--- src/rtl/cache_pkg.sv ---
// Types and defaults shared by the cache port arbiter and the CacheModel it fronts.
package cache_pkg;
    localparam int ADDR_W_DEF = 8;
    localparam int DATA_W_DEF = 32;
    localparam int LAT_W      = 3;

    typedef enum logic [2:0] {
        ST_IDLE   = 3'd0,
        ST_ACCESS = 3'd1,
        ST_WAIT   = 3'd2,
        ST_DONE   = 3'd3,
        ST_REPORT = 3'd4
    } state_t;
endpackage

--- src/rtl/cache_port_arbiter_rr_arbiter2.sv ---
// Two-way round-robin pick with a one-hot grant; the loser of the last tie wins the next one.
// Latency: grant is combinational from req; last_grant updates on the edge that takes a grant.
// Backpressure: none of its own; the caller pulses take only when it actually accepts.
module rr_arbiter2 (
    input  logic       clk,
    input  logic       rst,
    input  logic [1:0] req,
    input  logic       take,
    output logic [1:0] gnt
);
    logic last_grant;

    always_comb begin
        gnt = req;
        if (req == 2'b11) begin
            gnt = last_grant ? 2'b01 : 2'b10;
        end
    end

    // Reset to 1 so requester 0 wins the first tie.
    always_ff @(posedge clk or posedge rst) begin
        if (rst) begin
            last_grant <= 1'b1;
        end else if (take && (gnt != 2'b00)) begin
            last_grant <= gnt[1];
        end
    end
endmodule

--- src/rtl/cache_port_arbiter.sv ---
// Shares the single-port CacheModel between two requesters and a report strobe.
// Latency: write rsp 2 cycles after accept, read rsp 1+RD_LAT cycles after accept.
// Backpressure: one transaction in flight; reqN_ready pulses only in IDLE for the granted side.
module cache_port_arbiter
    import cache_pkg::*;
#(
    parameter int ADDR_W = ADDR_W_DEF,
    parameter int DATA_W = DATA_W_DEF,
    parameter int RD_LAT = 1
) (
    input  logic              clk,
    input  logic              rst,
    input  logic              req0_valid,
    input  logic              req0_write,
    input  logic [ADDR_W-1:0] req0_addr,
    input  logic [DATA_W-1:0] req0_wdata,
    output logic              req0_ready,
    output logic              rsp0_valid,
    output logic [DATA_W-1:0] rsp0_rdata,
    input  logic              req1_valid,
    input  logic              req1_write,
    input  logic [ADDR_W-1:0] req1_addr,
    input  logic [DATA_W-1:0] req1_wdata,
    output logic              req1_ready,
    output logic              rsp1_valid,
    output logic [DATA_W-1:0] rsp1_rdata,
    input  logic              report_req,
    output logic              report_ack,
    output logic              cache_write_en,
    output logic [ADDR_W-1:0] cache_address,
    output logic [DATA_W-1:0] cache_write_data,
    output logic              cache_report,
    input  logic [DATA_W-1:0] cache_read_data
);
    localparam logic [LAT_W-1:0] LAT_LAST = (RD_LAT >= 2) ? LAT_W'(RD_LAT - 2) : '0;

    state_t state, state_nxt;

    logic [1:0]        gnt;
    logic              arb_take;
    logic              rpt_go;
    logic              sample;
    logic              any_vld;
    logic              sel_write;
    logic [ADDR_W-1:0] sel_addr;
    logic [DATA_W-1:0] sel_wdata;

    logic              wr_q;
    logic              owner_q;
    logic [ADDR_W-1:0] addr_q;
    logic [DATA_W-1:0] wdata_q;
    logic [DATA_W-1:0] rdata_q;
    logic [LAT_W-1:0]  lat_cnt;
    logic              rpt_last;
    logic              cwe_q;
    logic              rpt_q;
    logic [1:0]        rsp_q;

    assign any_vld   = req0_valid | req1_valid;
    assign sel_write = gnt[1] ? req1_write : req0_write;
    assign sel_addr  = gnt[1] ? req1_addr  : req0_addr;
    assign sel_wdata = gnt[1] ? req1_wdata : req0_wdata;

    rr_arbiter2 u_rr (
        .clk  (clk),
        .rst  (rst),
        .req  ({req1_valid, req0_valid}),
        .take (arb_take),
        .gnt  (gnt)
    );

    always_ff @(posedge clk or posedge rst) begin
        if (rst) begin
            state <= ST_IDLE;
        end else begin
            state <= state_nxt;
        end
    end

    always_comb begin
        state_nxt  = state;
        req0_ready = 1'b0;
        req1_ready = 1'b0;
        arb_take   = 1'b0;
        rpt_go     = 1'b0;
        sample     = 1'b0;
        case (state)
            ST_IDLE: begin
                // A report just issued yields one slot to any waiting requester.
                rpt_go = report_req && !(rpt_last && any_vld);
                if (rpt_go) begin
                    state_nxt = ST_REPORT;
                end else if (any_vld) begin
                    arb_take   = 1'b1;
                    req0_ready = gnt[0];
                    req1_ready = gnt[1];
                    state_nxt  = ST_ACCESS;
                end
            end
            ST_ACCESS: begin
                if (wr_q) begin
                    state_nxt = ST_DONE;
                end else if (RD_LAT <= 1) begin
                    sample    = 1'b1;
                    state_nxt = ST_DONE;
                end else begin
                    state_nxt = ST_WAIT;
                end
            end
            ST_WAIT: begin
                if (lat_cnt == LAT_LAST) begin
                    sample    = 1'b1;
                    state_nxt = ST_DONE;
                end
            end
            ST_DONE:   state_nxt = ST_IDLE;
            ST_REPORT: state_nxt = ST_IDLE;
            default:   state_nxt = ST_IDLE;
        endcase
    end

    always_ff @(posedge clk or posedge rst) begin
        if (rst) begin
            wr_q     <= 1'b0;
            owner_q  <= 1'b0;
            addr_q   <= '0;
            wdata_q  <= '0;
            rdata_q  <= '0;
            lat_cnt  <= '0;
            rpt_last <= 1'b0;
            cwe_q    <= 1'b0;
            rpt_q    <= 1'b0;
            rsp_q    <= 2'b00;
        end else begin
            cwe_q <= arb_take && sel_write;
            rpt_q <= rpt_go;
            rsp_q <= {(state_nxt == ST_DONE) && owner_q, (state_nxt == ST_DONE) && !owner_q};
            if (arb_take) begin
                owner_q <= gnt[1];
                wr_q    <= sel_write;
                addr_q  <= sel_addr;
                wdata_q <= sel_wdata;
                rdata_q <= '0;
            end
            if (sample) begin
                rdata_q <= cache_read_data;
            end
            if (state == ST_WAIT) begin
                lat_cnt <= lat_cnt + 1'b1;
            end else begin
                lat_cnt <= '0;
            end
            if (rpt_go) begin
                rpt_last <= 1'b1;
            end else if (arb_take) begin
                rpt_last <= 1'b0;
            end
        end
    end

    assign cache_write_en   = cwe_q;
    assign cache_address    = addr_q;
    assign cache_write_data = wdata_q;
    assign cache_report     = rpt_q;
    assign report_ack       = rpt_q;
    assign rsp0_valid       = rsp_q[0];
    assign rsp1_valid       = rsp_q[1];
    assign rsp0_rdata       = rsp_q[0] ? rdata_q : '0;
    assign rsp1_rdata       = rsp_q[1] ? rdata_q : '0;
endmodule

--- config.mk ---
export PLATFORM = sky130hd
export DESIGN_NAME = cache_port_arbiter
export DESIGN_NICKNAME = d
export VERILOG_FILES = /design/src/rtl/cache_pkg.sv /design/src/rtl/cache_port_arbiter_rr_arbiter2.sv /design/src/rtl/cache_port_arbiter.sv
export SDC_FILE = /design/constraint.sdc
export NUM_CORES = 1
export LEC_CHECK = 0
export BUFFER_PORTS_ARGS = -buffer_cell sky130_fd_sc_hd__buf_2
export CAP_MARGIN = 30
export CORE_AREA = 2 2 99 101
export CTS_CLUSTER_DIAMETER = 50
export DETAILED_ROUTE_END_ITERATION = 7
export DIE_AREA = 0 0 101 103
export MAX_ROUTING_LAYER = met4
export PLACE_DENSITY = 0.8
export SYNTH_ARGS = -nofsm -noshare
export SYNTH_HDL_FRONTEND = slang
export SYNTH_HIERARCHICAL = 1
export SYNTH_SLANG_ARGS = --single-unit
--- constraint.sdc ---
create_clock -name clk -period 3.5 [get_ports clk]
set_clock_uncertainty 0.15 [all_clocks]
set_input_delay 0.875 -clock clk [delete_from_list [all_inputs] [get_ports clk]]
set_output_delay 0.875 -clock clk [all_outputs]
set_load 0.03 [all_outputs]
==> results.py, run 1 <==
metrics = {
    "cts": {
        "holdBufCountCts": 0,
        "clk_latency_ns": 0.34,
        "clock_path_buffers": 2,
        "cts-buffers-inserted": 9,
        "cts_resized": 0,
        "clk_pin_slew_worst_paths_ns": 0.08,
        "htreeDepth": 3,
        "cts.sinks": 86,
        "cts_tree": "done",
        "cts_setup_buffers": 0,
        "cts_root_buf": "clkbuf_8",
    },
    "floorplanning": {
        "io_pins": 230,
        "fp.dieH_um": 103,
        "fp.dieW_um": 101,
        "core-area_sq_mm": 0.00946,
        "fp-row-count": 36,
        "dieArea_sq_mm": 0.0104,
        "start_util_pct": 43.8,
    },
    "yosys": {
        "ys_top_cells_by_area": "dfrtp_1 51%, and2_1 10%, mux2i_1 9.9%",
        "synth_area_sq_mm": 0.00414,
        "yosysWarnings": 6,
        "postSynthNetCount": 563,
        "synth_top_area_cell": "dfrtp_1",
        "avgSynthCellArea_sq_um": 9.37,
        "synthCells": 442,
        "ys_seq_elements": 86,
        "yosysTopAreaCellShare_pct": 51.4,
        "synth.distinct_cells": 31,
        "seq_area_frac_synth_pct": 52.0,
    },
    "worst_hold_path": {
        "hp-start": "owner_q",
        "hp-class": "reg -> reg",
        "hold-path-cell-count": 1,
    },
    "detailed_routing": {
        "num_vias": 3752,
        "viasPerCell": 4.85,
        "finalWirelength_um": 10200,
        "drt.antenna.violating_nets": 0,
        "avgRoutedWirePerCell_um": 13.1,
        "drt_pass1_iterations": 4,
        "drt_iter0_markers": 65,
        "drcViolationCount": 0,
    },
    "critical_path": {
        "crit_arrival_ns": 1.85,
        "crit_path_top_delay_cell": "dfrtp_1",
        "r2r-start": "state[2]",
        "cp_max_fo": 8,
        "reg2reg_depth": 5,
        "cp_top_family": "simple AND/OR/NAND/NOR gates",
        "crit_start": "state[2]",
        "crit_buf_inv": 2,
        "max_stage_delay_ns": 0.49,
        "worst_setup_path_end_kind": "output port",
        "path_depth": 5,
        "crit_type": "reg -> out",
        "required_ns": 2.47,
        "startpoint_type": "flip-flop",
        "cp_cell_sequence": "nor3_2, o221ai_4, inv_1, and2_1, buf_2",
    },
    "power_and_ir_drop": {
        "p_per_area_mw_per_mm2": 879,
        "p_leak_nw": 3.06,
        "p_comb_share_pct": 51.0,
        "switching_power_mw": 2.35,
        "ir_drop_uv": 480,
        "intPower_mw": 2.48,
        "seqPwrFrac_pct": 37.3,
        "swShare_pct": 48.7,
        "clkPwrFrac_pct": 11.7,
    },
    "final_layout": {
        "final_common_cell": "buf_2",
        "nets": 776,
        "layout_common_cells": "229 x buf_2, 105 x nand2_1, 85 x dfrtp_1, 71 x o21ai_0, 67 x and2_1",
        "area_growth_pct": 32.8,
        "drive_gt1_share_pct": 37.9,
        "fin_util_pct": 58.1,
        "insertedDiodeCount": 0,
    },
    "timing": {
        "post-route-period-util_pct": 82.3,
        "drv_slew": 0,
        "setup_viol": 0,
        "worst_pin_slew_ns": 0.977,
        "setup_tns_ns": 0,
        "relSlewSlack_pct": 34.8,
        "rsz0062_at_grt": "no",
        "timing_hold_violations_final": 0,
        "min_period_ns": 2.88,
        "fmax_ghz": 0.347,
    },
    "global_routing": {
        "grt_max_degree": 116,
        "antenna_found_initial": 0,
        "grtUsageTotal_pct": 19.4,
        "grt_overflow_total": 0,
        "grt_pass1_vias": 3363,
        "grt_pass1_wl_um": 15100,
    },
    "placement": {
        "io_buffers": 229,
        "hpwlAfterDp_um": 7630,
        "place_congestion": 0.850,
    },
    "run_status": {
        "status": "completed",
    },
    "run": {
        "cap_violations": 0,
    },
}
## kinds of logic (layout without fill, tap and decap cells)
family,after synthesis,count (layout),synth area share (%)
buffers and inverters,39,256,4.20
adder cells (fa/ha/maj),2,2,0.604
multiplexers,41,41,9.91
flip-flops,86,86,52.0
AND/OR/NAND/NOR,186,186,21.7
XOR/XNOR,1,1,0.212
AO/OA/AOI/OAI,87,87,11.4
## power groups by stage
stage               combinational (mW)  sequential [mW]  clock (mW)
floorplan                         1.45             2.14           0
global placement                  2.43             1.79           0
detailed placement                2.50             1.82           0
CTS                               2.50             1.81       0.597
global route                      2.73             1.87       0.630
finish                            2.47             1.80       0.566
## flip-flops by register name (all words and copies together), names as in the netlist
register,flops
wr_q,1
u_rr/last_grant,1
rsp_q,2
cache_address,8
cache_write_data,32
cache_write_en,1
rpt_last,1
owner_q,1
cache_report,1
state,3
rdata_q,32
lat_cnt,3
## per-stage QoR
step / area, sq um / worst slack, ns / power, mW / hold slack [ns] / instances
2_1_floorplan: 4140 / 0.282 / 3.59 / 0.267 / 442
3_3_place_gp: 5350 / 0.842 / 4.21 / 0.301 / 758
3_5_place_dp: 5350 / 0.793 / 4.33 / 0.303 / 758
4_1_cts: 5500 / 0.581 / 4.91 / 0.314 / 773
5_1_grt: 5500 / 0.440 / 5.23 / 0.329 / 773
6_report: 5500 / 0.621 / 4.84 / 0.308 / 773
## metal layers
metal | GRT usage [%] | wire [um] | up-vias
li1 | - | - | 1872
met2 | 34.7 | 5140 | 160
met4 | 9.15 | 223 | 0
met3 | 3.73 | 722 | 15
met5 | - | 0 | -
met1 | 20.7 | 4070 | 1705
## worst paths after layout
kind,end,slack (ns)
max,req1_ready,0.62
min,rsp_q[0],0.31
max reg2reg,rdata_q[25],1.23
min reg2reg,rsp_q[0],0.31
max in group asynchronous,rdata_q[7],2.03
min in group asynchronous,u_rr/last_grant,0.40
## area by class of cell
type	count	area, sq um
repair buffers	233	1190
flip-flops and latches	86	2150
multi-input cells	317	1840
clock inverters	2	10.0
well taps	114	143
fillers	870	3960
inverters	8	31.3
clock buffers	13	139
## cells in the mapped netlist, drive strengths merged
library cell / number
nand2: 105
dfrtp: 85
o21ai: 72
and2: 67
mux2i: 41
clkbuf: 17
buf: 14
a21oi: 8
inv: 8
nor2: 5
nor3: 3
a21boi: 2
a21o: 2
ha: 2
nand2b: 2
a31oi: 1
dfstp: 1
nand4bb: 1
nor2b: 1
nor3b: 1
o21bai: 1
o221ai: 1
or3b: 1
xnor2: 1
## worst reg2reg max path: stages, from the launching register on
cell and delay (ns):
dfrtp_1 0.53, nor3_2 0.14, o221ai_4 0.09, buf_4 0.78, nand2_1 0.16, o21ai_0 0.30
Note: power is estimated with default switching activity, not from simulation.
==> run 2: changes to the inputs <==
- CORE_AREA: 2 2 99 101 -> 2 2 105 107
- DIE_AREA: 0 0 101 103 -> 0 0 107 109
- PLACE_DENSITY: 0.8 -> 0.75
- clock period: 3.5 -> 2.6 ns (I/O delays scaled with it)
==> run 2 against run 1 <==
Net effect: flip-flop and latch count stayed put; power is 39% higher; die area is 12% higher; via count is 0.24% higher; clock power is 60% higher.
==> results.py, run 2 (same netlist as run 1, synthesis figures left out) <==
metrics = {
    "worst_hold_path": {
        "hp-class": "in -> async",
    },
    "detailed_routing": {
        "avgRoutedWirePerCell_um": 12.6,
        "drcViolationCount": 0,
        "num_vias": 3761,
        "finalWirelength_um": 10100,
        "drt_iter0_markers": 188,
        "viasPerCell": 4.67,
        "drt.antenna.violating_nets": 0,
        "drt_pass1_iterations": 4,
    },
    "final_layout": {
        "nFillCells": 963,
        "nets": 781,
        "layout_common_cells": "229 x buf_2, 105 x nand2_1, 85 x dfrtp_1, 71 x o21ai_0, 67 x and2_1",
        "insertedDiodeCount": 0,
        "fin_util_pct": 53.2,
        "multi_input_comb_area_sq_mm": 0.00184,
        "drive_gt1_share_pct": 38.5,
        "area_growth_pct": 36.3,
        "final_common_cell": "buf_2",
        "register_area_sq_mm": 0.00215,
        "fin_cells": 805,
        "post-route-cell-area_sq_mm": 0.00564,
    },
    "critical_path": {
        "r2r-start": "state[1]",
        "r2r-end": "rdata_q[17]",
        "crit_type": "reg -> out",
        "crit_path_top_delay_cell": "dfrtp_1",
        "max_stage_delay_ns": 0.45,
        "reg2reg_depth": 4,
        "worst_setup_path_end_kind": "output port",
        "cp_cell_sequence": "nor3_4, o221ai_4, inv_1, and2_1, buf_2",
        "crit_arrival_ns": 1.66,
        "r2r_slack_ns": 0.59,
        "startpoint_type": "flip-flop",
        "required_ns": 1.80,
        "cp_max_fo": 6,
    },
    "timing": {
        "setup_viol": 0,
        "drv_slew": 0,
        "worst_pin_slew_ns": 0.518,
        "rsz0062_at_grt": "no",
        "setup_ws_ns": 0.137,
        "fmax_ghz": 0.406,
        "setup_tns_ns": 0,
        "hold_ws_ns": 0.0994,
        "timing_hold_violations_final": 0,
        "min_period_ns": 2.46,
        "relSlewSlack_pct": 65.5,
        "post-route-period-util_pct": 94.7,
    },
    "placement": {
        "place_inst": 788,
        "hpwlAfterDp_um": 7620,
        "place_congestion": 0.756,
        "io_buffers": 229,
        "dp_slack_ns": 0.304,
        "placed_area_sq_mm": 0.00544,
    },
    "power_and_ir_drop": {
        "p_total_mw": 6.72,
        "p_per_area_mw_per_mm2": 1190,
        "p_leak_nw": 3.11,
        "ir_drop_uv": 558,
    },
    "floorplanning": {
        "fp-row-count": 38,
        "io_pins": 230,
        "core-area_sq_mm": 0.0106,
        "fp.dieH_um": 109,
        "dieArea_sq_mm": 0.0117,
        "fp.dieW_um": 107,
        "start_util_pct": 39.0,
    },
    "cts": {
        "htreeDepth": 3,
        "cts-buffers-inserted": 9,
        "cts_root_buf": "clkbuf_8",
        "clock_path_buffers": 2,
        "holdBufCountCts": 0,
        "cts_tree": "done",
        "clk_pin_slew_worst_paths_ns": 0.08,
        "cts.sinks": 86,
        "clk_latency_ns": 0.34,
    },
    "global_routing": {
        "grt_overflow_total": 0,
        "antenna_found_initial": 0,
        "grt_pass1_wl_um": 15900,
        "grt_max_degree": 116,
        "grt_pass1_vias": 3518,
        "grtUsageTotal_pct": 17.7,
    },
    "run_status": {
        "status": "completed",
    },
    "run": {
        "cap_violations": 0,
    },
}
==> run 2: layout make-up <==
cell class / count / area share (%)
well taps: 140 / 3.10
multi-input cells: 317 / 32.6
clock inverters: 2 / 0.621
repair buffers: 238 / 22.2
flip-flops and latches: 86 / 38.2
inverters: 8 / 0.599
clock buffers: 14 / 2.71
==> run 2: power by group <==
group,total [mW],switching [mW],internal (mW)
registers,2.33,0.371,1.96
clock network,0.905,0.433,0.472
logic,3.48,2.38,1.10
total,6.72,3.18,3.53
==> run 2: how the worst max path moves through the flow <==
stage               start         end  slack (ns)  cells past startpoint
2_1_floorplan    state[2]  req1_ready        0.41                      5
3_3_place_gp   req1_valid  req1_ready        0.34                      5
3_5_place_dp   req1_valid  req1_ready        0.30                      5
4_1_cts          state[0]  req1_ready        0.07                      5
5_1_grt          state[0]  req1_ready       0.007                      5
6_report         state[0]  req1_ready        0.14                      5
==> run 2: what timing repair did <==
item                                   4_1_cts  5_1_grt
resized for setup                            1        0
buffers inserted                             0        1
endpoints found under the hold margin        0        0
pin swaps                                    0        1
setup endpoints to repair                    1        2
==> run 2: per-layer routing <==
metal  track usage [%]  share of wire (%)
met4              6.49                1.5
met2              30.0                 50
met5                 -                  0
met1              20.2                 42
met3              4.84                7.2
==> run 2: worst max-delay path: cells and delay by family (launching register included) <==
kind,cells,cell delay [ns]
AND/OR/NAND/NOR,2,0.41
AO/OA/AOI/OAI,1,0.15
buffers and inverters,2,0.32
flip-flops,1,0.45
==> run 3: changes to the inputs <==
- CELL_PAD_IN_SITES_DETAIL_PLACEMENT: default -> 0
- CELL_PAD_IN_SITES_GLOBAL_PLACEMENT: default -> 2
- CORE_AREA: 2 2 105 107 -> 2 2 141 143
- DIE_AREA: 0 0 107 109 -> 0 0 143 145
- PLACE_DENSITY: 0.75 -> default
- PLACE_DENSITY_LB_ADDON: default -> 0.1
==> run 3 against run 2 <==
Net effect: combinational power grew 2%; cell count grew 16%; sequential power is essentially flat; setup slack gained 0.0032 ns; flip-flop and latch count is the same; clock-buffer cell count shrank 2; clock power grew 56%; first-iteration DRC count shrank 55%; routed wire length grew 22%.
==> results.py, run 3 (same netlist as run 1, synthesis figures left out) <==
metrics = {
    "power_and_ir_drop": {
        "p_comb_share_pct": 48.6,
        "intPower_mw": 3.96,
        "swShare_pct": 45.6,
        "clkPwrFrac_pct": 19.4,
        "p_total_mw": 7.28,
        "seqPwrFrac_pct": 32.1,
        "switching_power_mw": 3.32,
        "p_per_area_mw_per_mm2": 1230,
        "ir_drop_uv": 451,
        "p_leak_nw": 3.17,
    },
    "timing": {
        "min_period_ns": 2.46,
        "drv_slew": 0,
        "relSlewSlack_pct": 54.1,
        "post-route-period-util_pct": 94.6,
        "hold_ws_ns": 0.203,
        "timing_hold_violations_final": 0,
        "fmax_ghz": 0.407,
        "worst_pin_slew_ns": 0.689,
        "rsz0062_at_grt": "no",
        "setup_tns_ns": 0,
        "setup_viol": 0,
    },
    "global_routing": {
        "grt_max_degree": 116,
        "grt_pass1_wl_um": 19700,
        "antenna_found_initial": 2,
        "grt_pass1_vias": 3783,
        "grtUsageTotal_pct": 12.6,
        "grt_overflow_total": 0,
    },
    "run": {
        "cap_violations": 0,
    },
    "floorplanning": {
        "io_pins": 230,
        "fp-row-count": 51,
        "fp.dieW_um": 143,
        "start_util_pct": 21.6,
        "dieArea_sq_mm": 0.0207,
        "fp.dieH_um": 145,
        "core-area_sq_mm": 0.0192,
    },
    "detailed_routing": {
        "drt_iter0_markers": 84,
        "finalWirelength_um": 12300,
        "viasPerCell": 3.94,
        "drt_pass1_iterations": 4,
        "drt.antenna.violating_nets": 0,
        "avgRoutedWirePerCell_um": 13.2,
        "num_vias": 3671,
        "drcViolationCount": 0,
    },
    "cts": {
        "cts.sinks": 86,
        "cts_root_buf": "clkbuf_16",
        "htreeDepth": 3,
        "holdBufCountCts": 0,
        "clk_pin_slew_worst_paths_ns": 0.06,
        "cts-buffers-inserted": 9,
        "cts_tree": "done",
        "clock_path_buffers": 2,
        "clk_latency_ns": 0.34,
    },
    "placement": {
        "place_congestion": 0.743,
        "hpwlAfterDp_um": 8770,
        "place_inst": 913,
        "io_buffers": 229,
    },
    "final_layout": {
        "area_growth_pct": 43.4,
        "fin_cells": 932,
        "fin_util_pct": 30.9,
        "drive_gt1_share_pct": 38.8,
        "register_area_sq_mm": 0.00215,
        "nets": 781,
        "multi_input_comb_area_sq_mm": 0.00184,
        "layout_common_cells": "229 x buf_2, 105 x nand2_1, 85 x dfrtp_1, 71 x o21ai_0, 67 x and2_1",
        "final_common_cell": "buf_2",
        "nFillCells": 2059,
    },
    "critical_path": {
        "startpoint_type": "flip-flop",
        "cp_max_fo": 6,
        "crit_type": "reg -> out",
        "crit_arrival_ns": 1.66,
        "required_ns": 1.80,
        "worst_setup_path_end_kind": "output port",
    },
    "worst_hold_path": {
        "hp-class": "in -> async",
    },
    "run_status": {
        "status": "completed",
    },
}
run 3: changes by cell type in the layout (fill, tap and decap cells not counted):
cell	change
clkbuf_8	-9
clkbuf_16	+9
clkinvlp_4	+1
clkbuf_1	-2
diode_2	+2
bufinv_16	+1
run 3: worst paths after layout:
kind	startpoint	to	slack, ns	depth (start not counted)
setup / recovery	state[0]	req1_ready	0.14	5
setup reg to reg	state[1]	rdata_q[24]	0.83	4
min in group clk	owner_q	rsp_q[0]	0.31	1
max in group asynchronous	rst	cache_write_data[1]	1.45	3
hold / removal	rst	u_rr/last_grant	0.20	2
hold reg to reg	owner_q	rsp_q[0]	0.31	1
run 3: critical path: stages, from the launching register on:
cell and delay [ns]:
dfrtp_1 0.44, nor3_4 0.26, o221ai_4 0.15, inv_1 0.13
and2_1 0.15, buf_2 0.19
run 3: power groups by stage:
stage	logic [mW]	clock network, mW	registers (mW)
CTS	3.61	1.49	2.35
floorplan	1.95	0	2.89
finish	3.54	1.41	2.33
global route	3.97	1.54	2.44
global placement	3.58	0	2.34
detailed placement	3.61	0	2.36
run 3: repair_timing:
action                     in CTS  in global routing
pin swaps                       0                  1
gates resized for setup         1                  0
setup endpoints to repair       1                  2
setup buffers                   0                  1
run 3: metrics by stage:
step / area, sq um / worst slack, ns
6_report: 5940 / 0.141
3_5_place_dp: 5600 / 0.309
2_1_floorplan: 4140 / 0.410
3_3_place_gp: 5600 / 0.333
4_1_cts: 5920 / 0.0682
5_1_grt: 5940 / 0.00877
run 3: final cells by class:
class,instances,area share [%]
well taps,265,5.59
inverters,8,0.569
diodes,2,0.0843
multi-input cells,317,31.0
clock inverters,4,1.22
repair buffers,238,21.1
flip-flops and latches,86,36.3
clock buffers,12,4.15
run 3: layer usage:
metal  vias up  track usage (%)  part of all wire (%)
met4         0             5.00                   1.8
li1       1885                -                     -
met3        13             4.49                   8.8
met1      1614             14.8                    45
met5         -                -                     0
met2       159             19.5                    44
